--- src/rtl/mmu_trans_stage.sv ---
// mmu_trans_stage: final VA->PA translation (DA / DMW / TLB) with exception
// prioritisation, buffered in a small in-order output queue for the cache/LSU.
module mmu_trans_stage #(
  parameter int unsigned DEPTH = 2
) (
  input  logic        clk,
  input  logic        rst,
  input  logic        flush,
  input  logic        req_valid,
  output logic        req_ready,
  input  logic [31:0] req_vaddr,
  input  logic [1:0]  req_plv,
  input  logic [1:0]  req_type,
  input  logic        crmd_da,
  input  logic        crmd_pg,
  input  logic [1:0]  crmd_datf,
  input  logic [1:0]  crmd_datm,
  input  logic        dmw_hit,
  input  logic [31:0] dmw_paddr,
  input  logic [1:0]  dmw_mat,
  input  logic        tlb_found,
  input  logic [19:0] tlb_ppn,
  input  logic [5:0]  tlb_ps,
  input  logic        tlb_v,
  input  logic        tlb_d,
  input  logic [1:0]  tlb_plv,
  input  logic [1:0]  tlb_mat,
  output logic        resp_valid,
  input  logic        resp_ready,
  output logic [31:0] resp_paddr,
  output logic [31:0] resp_vaddr,
  output logic [1:0]  resp_mat,
  output logic [2:0]  resp_exc
);

  typedef enum logic [2:0] {
    EXC_NONE = 3'd0,
    EXC_TLBR = 3'd1,
    EXC_PIF  = 3'd2,
    EXC_PIL  = 3'd3,
    EXC_PIS  = 3'd4,
    EXC_PME  = 3'd5,
    EXC_PPI  = 3'd6,
    EXC_ADE  = 3'd7
  } exc_e;

  typedef struct packed {
    logic [31:0] paddr;
    logic [31:0] vaddr;
    logic [1:0]  mat;
    exc_e        exc;
  } entry_t;

  localparam logic [1:0] FULL = 2'(DEPTH);

  entry_t       mem_q [DEPTH];
  entry_t       mem_d [DEPTH];
  logic [1:0]   count_q, count_d;
  logic         wr_ptr_q, wr_ptr_d;
  logic         rd_ptr_q, rd_ptr_d;

  entry_t       tr_entry;
  logic         push, pop;

  // Combinational translation of the incoming request into a queue entry
  always_comb begin
    logic        is_fetch;
    logic        is_store;
    logic        da_mode;
    logic [31:0] raw_paddr;
    logic [1:0]  raw_mat;
    exc_e        exc;

    is_fetch  = (req_type == 2'd0);
    is_store  = (req_type == 2'd2);
    // Both CRMD mode bits clear falls back to direct addressing
    da_mode   = crmd_da || !crmd_pg;
    raw_paddr = req_vaddr;
    raw_mat   = crmd_datm;
    exc       = EXC_NONE;

    if (da_mode) begin
      raw_mat = is_fetch ? crmd_datf : crmd_datm;
    end else if (dmw_hit) begin
      raw_paddr = dmw_paddr;
      raw_mat   = dmw_mat;
    end else begin
      // Only 2 MB pages get the wide offset; every other ps is a 4 KB page
      if (tlb_ps == 6'd21) raw_paddr = {tlb_ppn[19:9], req_vaddr[20:0]};
      else                 raw_paddr = {tlb_ppn, req_vaddr[11:0]};
      raw_mat = tlb_mat;
      if (!tlb_found)                exc = EXC_TLBR;
      else if (!tlb_v)               exc = is_fetch ? EXC_PIF : (is_store ? EXC_PIS : EXC_PIL);
      else if (req_plv > tlb_plv)    exc = EXC_PPI;
      else if (is_store && !tlb_d)   exc = EXC_PME;
    end

    // Misaligned fetch outranks every translation fault, in any mode
    if (is_fetch && (req_vaddr[1:0] != 2'b00)) exc = EXC_ADE;

    tr_entry.vaddr = req_vaddr;
    tr_entry.exc   = exc;
    tr_entry.paddr = (exc == EXC_NONE) ? raw_paddr : '0;
    tr_entry.mat   = (exc == EXC_NONE) ? raw_mat   : '0;
  end

  assign req_ready  = (count_q != FULL);
  assign resp_valid = (count_q != 2'd0);
  assign push       = req_valid && req_ready && !flush;
  assign pop        = resp_valid && resp_ready && !flush;

  // Queue bookkeeping: pointer/count advance, storage write, flush clears state
  always_comb begin
    mem_d    = mem_q;
    count_d  = count_q;
    wr_ptr_d = wr_ptr_q;
    rd_ptr_d = rd_ptr_q;
    if (flush) begin
      count_d  = '0;
      wr_ptr_d = 1'b0;
      rd_ptr_d = 1'b0;
    end else begin
      if (push) begin
        mem_d[wr_ptr_q] = tr_entry;
        wr_ptr_d        = ~wr_ptr_q;
      end
      if (pop) rd_ptr_d = ~rd_ptr_q;
      count_d = count_q + {1'b0, push} - {1'b0, pop};
    end
  end

  // State registers; reset also zeroes storage so resp_* read 0
  always_ff @(posedge clk) begin
    if (rst) begin
      mem_q    <= '{default: '0};
      count_q  <= '0;
      wr_ptr_q <= 1'b0;
      rd_ptr_q <= 1'b0;
    end else begin
      mem_q    <= mem_d;
      count_q  <= count_d;
      wr_ptr_q <= wr_ptr_d;
      rd_ptr_q <= rd_ptr_d;
    end
  end

  assign resp_paddr = mem_q[rd_ptr_q].paddr;
  assign resp_vaddr = mem_q[rd_ptr_q].vaddr;
  assign resp_mat   = mem_q[rd_ptr_q].mat;
  assign resp_exc   = mem_q[rd_ptr_q].exc;

endmodule

--- config.mk ---
export PLATFORM = sky130hd
export DESIGN_NAME = mmu_trans_stage
export DESIGN_NICKNAME = d
export VERILOG_FILES = /design/src/rtl/mmu_trans_stage.sv
export SDC_FILE = /design/constraint.sdc
export NUM_CORES = 1
export LEC_CHECK = 0
export ABC_AREA = 0
export CAP_MARGIN = 0
export CORE_MARGIN = 2
export CORE_UTILIZATION = 48
export CTS_CLUSTER_SIZE = 28
export DETAILED_ROUTE_END_ITERATION = 8
export GPL_TIMING_DRIVEN = 1
export PLACE_DENSITY = 0.8
export REMOVE_ABC_BUFFERS = 1
export SLEW_MARGIN = 15
export SYNTH_ARGS = -nofsm -noshare
export SYNTH_HDL_FRONTEND = slang
export SYNTH_SLANG_ARGS = --single-unit
--- constraint.sdc ---
create_clock -name clk -period 2.48 [get_ports clk]
set_clock_uncertainty 0.1 [all_clocks]
set_input_delay 0.496 -clock clk [delete_from_list [all_inputs] [get_ports clk]]
set_output_delay 0.496 -clock clk [all_outputs]
set_load 0.005 [all_outputs]
==> out/metrics.yaml <==
utilization: 0.699
dieHeight_um: 122
crit_arrival_ps: 1850
synth_flop_cell: "dfxtp_1"
wl_mm: 19.1
grt_antenna_before_repair: 0
first_iter_violations: 445
static-leakage-power_uw: 0.00456
core.rowCount: 43
die_area_sq_um: 14900
diodes: 0
root_buffer: "clkbuf_16"
fin_ws_ps: 31.1
drv_slew: 0
period_minus_slack_ps: 2450
start_kind: "flip-flop"
firstDrtPassIters: 5
grt_usage: 0.248
place_area_sq_um: 8780
start_util: 0.487
wl_per_cell_um: 16.9
syn_area_sq_um: 6680
grt_start_max_net_pins: 63
h-tree-depth: 4
finalSetupViolations: 0
overflow: 0
max_freq_mhz: 408
ir_worst_vdd_mv: 0.423
ys_types: 46
cts_buffers: 17
worstSkewPairLatency_ps: 420
synthCells: 764
synthArstFlopShare: 0
period_share: 0.987
clk_pin_slew_ps: 60
synth_edf_count: 0
grt_pass1_wl_mm: 29.2
worst_ep_required_time_ps: 1880
synth_area_leaders: "dfxtp_1, mux2_2, nand2_1"
maxSlewHeadroom: 0.586
core_sq_um: 13700
status: "finished, final reports clean"
io_buffers: 185
area_delta_synth_final_pct: 43.6
drc: 0
cp-end-kind: "output pin"
avgSynthCellArea_sq_um: 8.74
dp_slack_ps: -141
hpwl_mm: 12.8
ant_nets: 0
synth_common_cells: "nand2_1, dfxtp_1, mux2_2"
cts_tree: "built"
hold_path_class: "flip-flop to flip-flop"
die-width_um: 122
synth.top_cell.area_share: 0.426
tns_ps: 0
grt_pass1_vias: 5954
fill_cells: 1051
vias: 6203
cts_max_path_buffers: 2
ys_seq_area_frac: 0.426
synth_top_area_cell: "dfxtp_1"
ys_seq_elements: 142
synth.most_common_cell: "nand2_1"
hold_viol: 0
gp_congestion: 0.789
avgViaCountPerCell: 5.47
synth_warnings: 0
hold_buffers: 0
drive_above_1_share: 0.176
p_per_area_nw_per_um2: 587
worst-setup-path-type: "flip-flop to output pin"
multi_input_area_sq_um: 3510
crit_fanout: 13
fin_area_sq_um: 9580
tightest_slew_ps: 619
num-nets-final: 1060
io_pins: 186
regArea_sq_um: 2850
rsz0062_at_grt: "true"
cts_num_sinks: 142
drv_cap: 0
## kinds of logic (layout without fill, tap and decap cells)
group                      count (synthesis)  in the layout  synth area share
and+or+nand+nor                          280            280             0.188
AOI/OAI and AO/OA                        175            175             0.170
DFF                                      142            142             0.426
muxes                                     94             94             0.156
buffers and inverters                     66            256            0.0487
adders and majority gates                  4              4           0.00750
xor gates and xnor gates                   3              3           0.00394
## metrics by stage
step                instances  hold slack (ps)  total power, uW
CTS                      1129              350             5650
floorplan                 701              324             2730
finish                   1134              346             5630
global route             1134              373             5820
global placement         1097              332             3210
detailed placement       1097              342             3220
## sequential cells by signal (all words and copies together), names as in the netlist
signal,cells
count_q,2
mem_q,138
rd_ptr_q,1
wr_ptr_q,1
## timing repair
action / CTS / global route
resized for setup: 6 / 63
endpoints found under the hold margin: 0 / 0
cloned: 0 / 2
setup endpoints to repair: 13 / 54
setup buffers: 0 / 3
## cells in the final DEF (no fill, tap or decap), types with 5 or more instances in the layout
cell type        synthesis  routed
o22ai_1                  9       9
nor3_1                  12      12
clkbuf_16                0      19
mux2i_1                 13      13
o21ai_0                 13      13
dlymetal6s2s_1           0      60
nor2b_1                 12      12
nand2_1                157     157
o21ai_1                 10      10
clkdlybuf4s50_1          0     118
dlygate4sd2_1            0       5
dfxtp_1                142     141
o2bb2ai_1                9       9
buf_4                    4      25
a32oi_1                 46      46
buf_12                   0      10
mux2_2                  81      80
nand3_1                  5       5
nand3b_1                 5       5
a21oi_1                 77      77
clkinv_2                 0       5
nor2_1                  66      66
## path summary, 6_finish.rpt
check	slack, ps	to	depth (start not counted)	start
setup reg to reg	580	count_q[1]$_SDFF_PP0_	9	count_q[1]$_SDFF_PP0_
hold reg to reg	350	mem_q[51]$_SDFFE_PP0P_	2	mem_q[51]$_SDFFE_PP0P_
hold / removal	350	mem_q[51]$_SDFFE_PP0P_	2	mem_q[51]$_SDFFE_PP0P_
setup / recovery	30	resp_exc[2]	3	rd_ptr_q$_SDFFE_PP0P_
## cell type report
| class | count | share of cell area |
|---|---|---|
| repair buffers | 221 | 0.252 |
| inverters | 3 | 0.00117 |
| clock buffers | 18 | 0.0448 |
| clock inverters | 14 | 0.0148 |
| flip-flops and latches | 142 | 0.297 |
| well taps | 180 | 0.0235 |
| multi-input cells | 556 | 0.366 |
## critical path, stage by stage (launching register included)
cell	delay [ps]
dfxtp_4	460
buf_12	180
mux2_2	340
clkdlybuf4s50_1	460
## routing by layer
layer | routed length, um | up-vias | global-route usage
met4 | 351 | 0 | 0.0855
met3 | 1010 | 26 | 0.0412
met2 | 9540 | 216 | 0.428
met5 | 0 | - | 0
li1 | - | 3041 | -
met1 | 8210 | 2920 | 0.314
## report_power, final
group	switching (uW)	internal, uW
clock network	991	1480
logic	353	431
registers	33.3	2350
total	1380	4250
(Power assumes the default switching activity.)
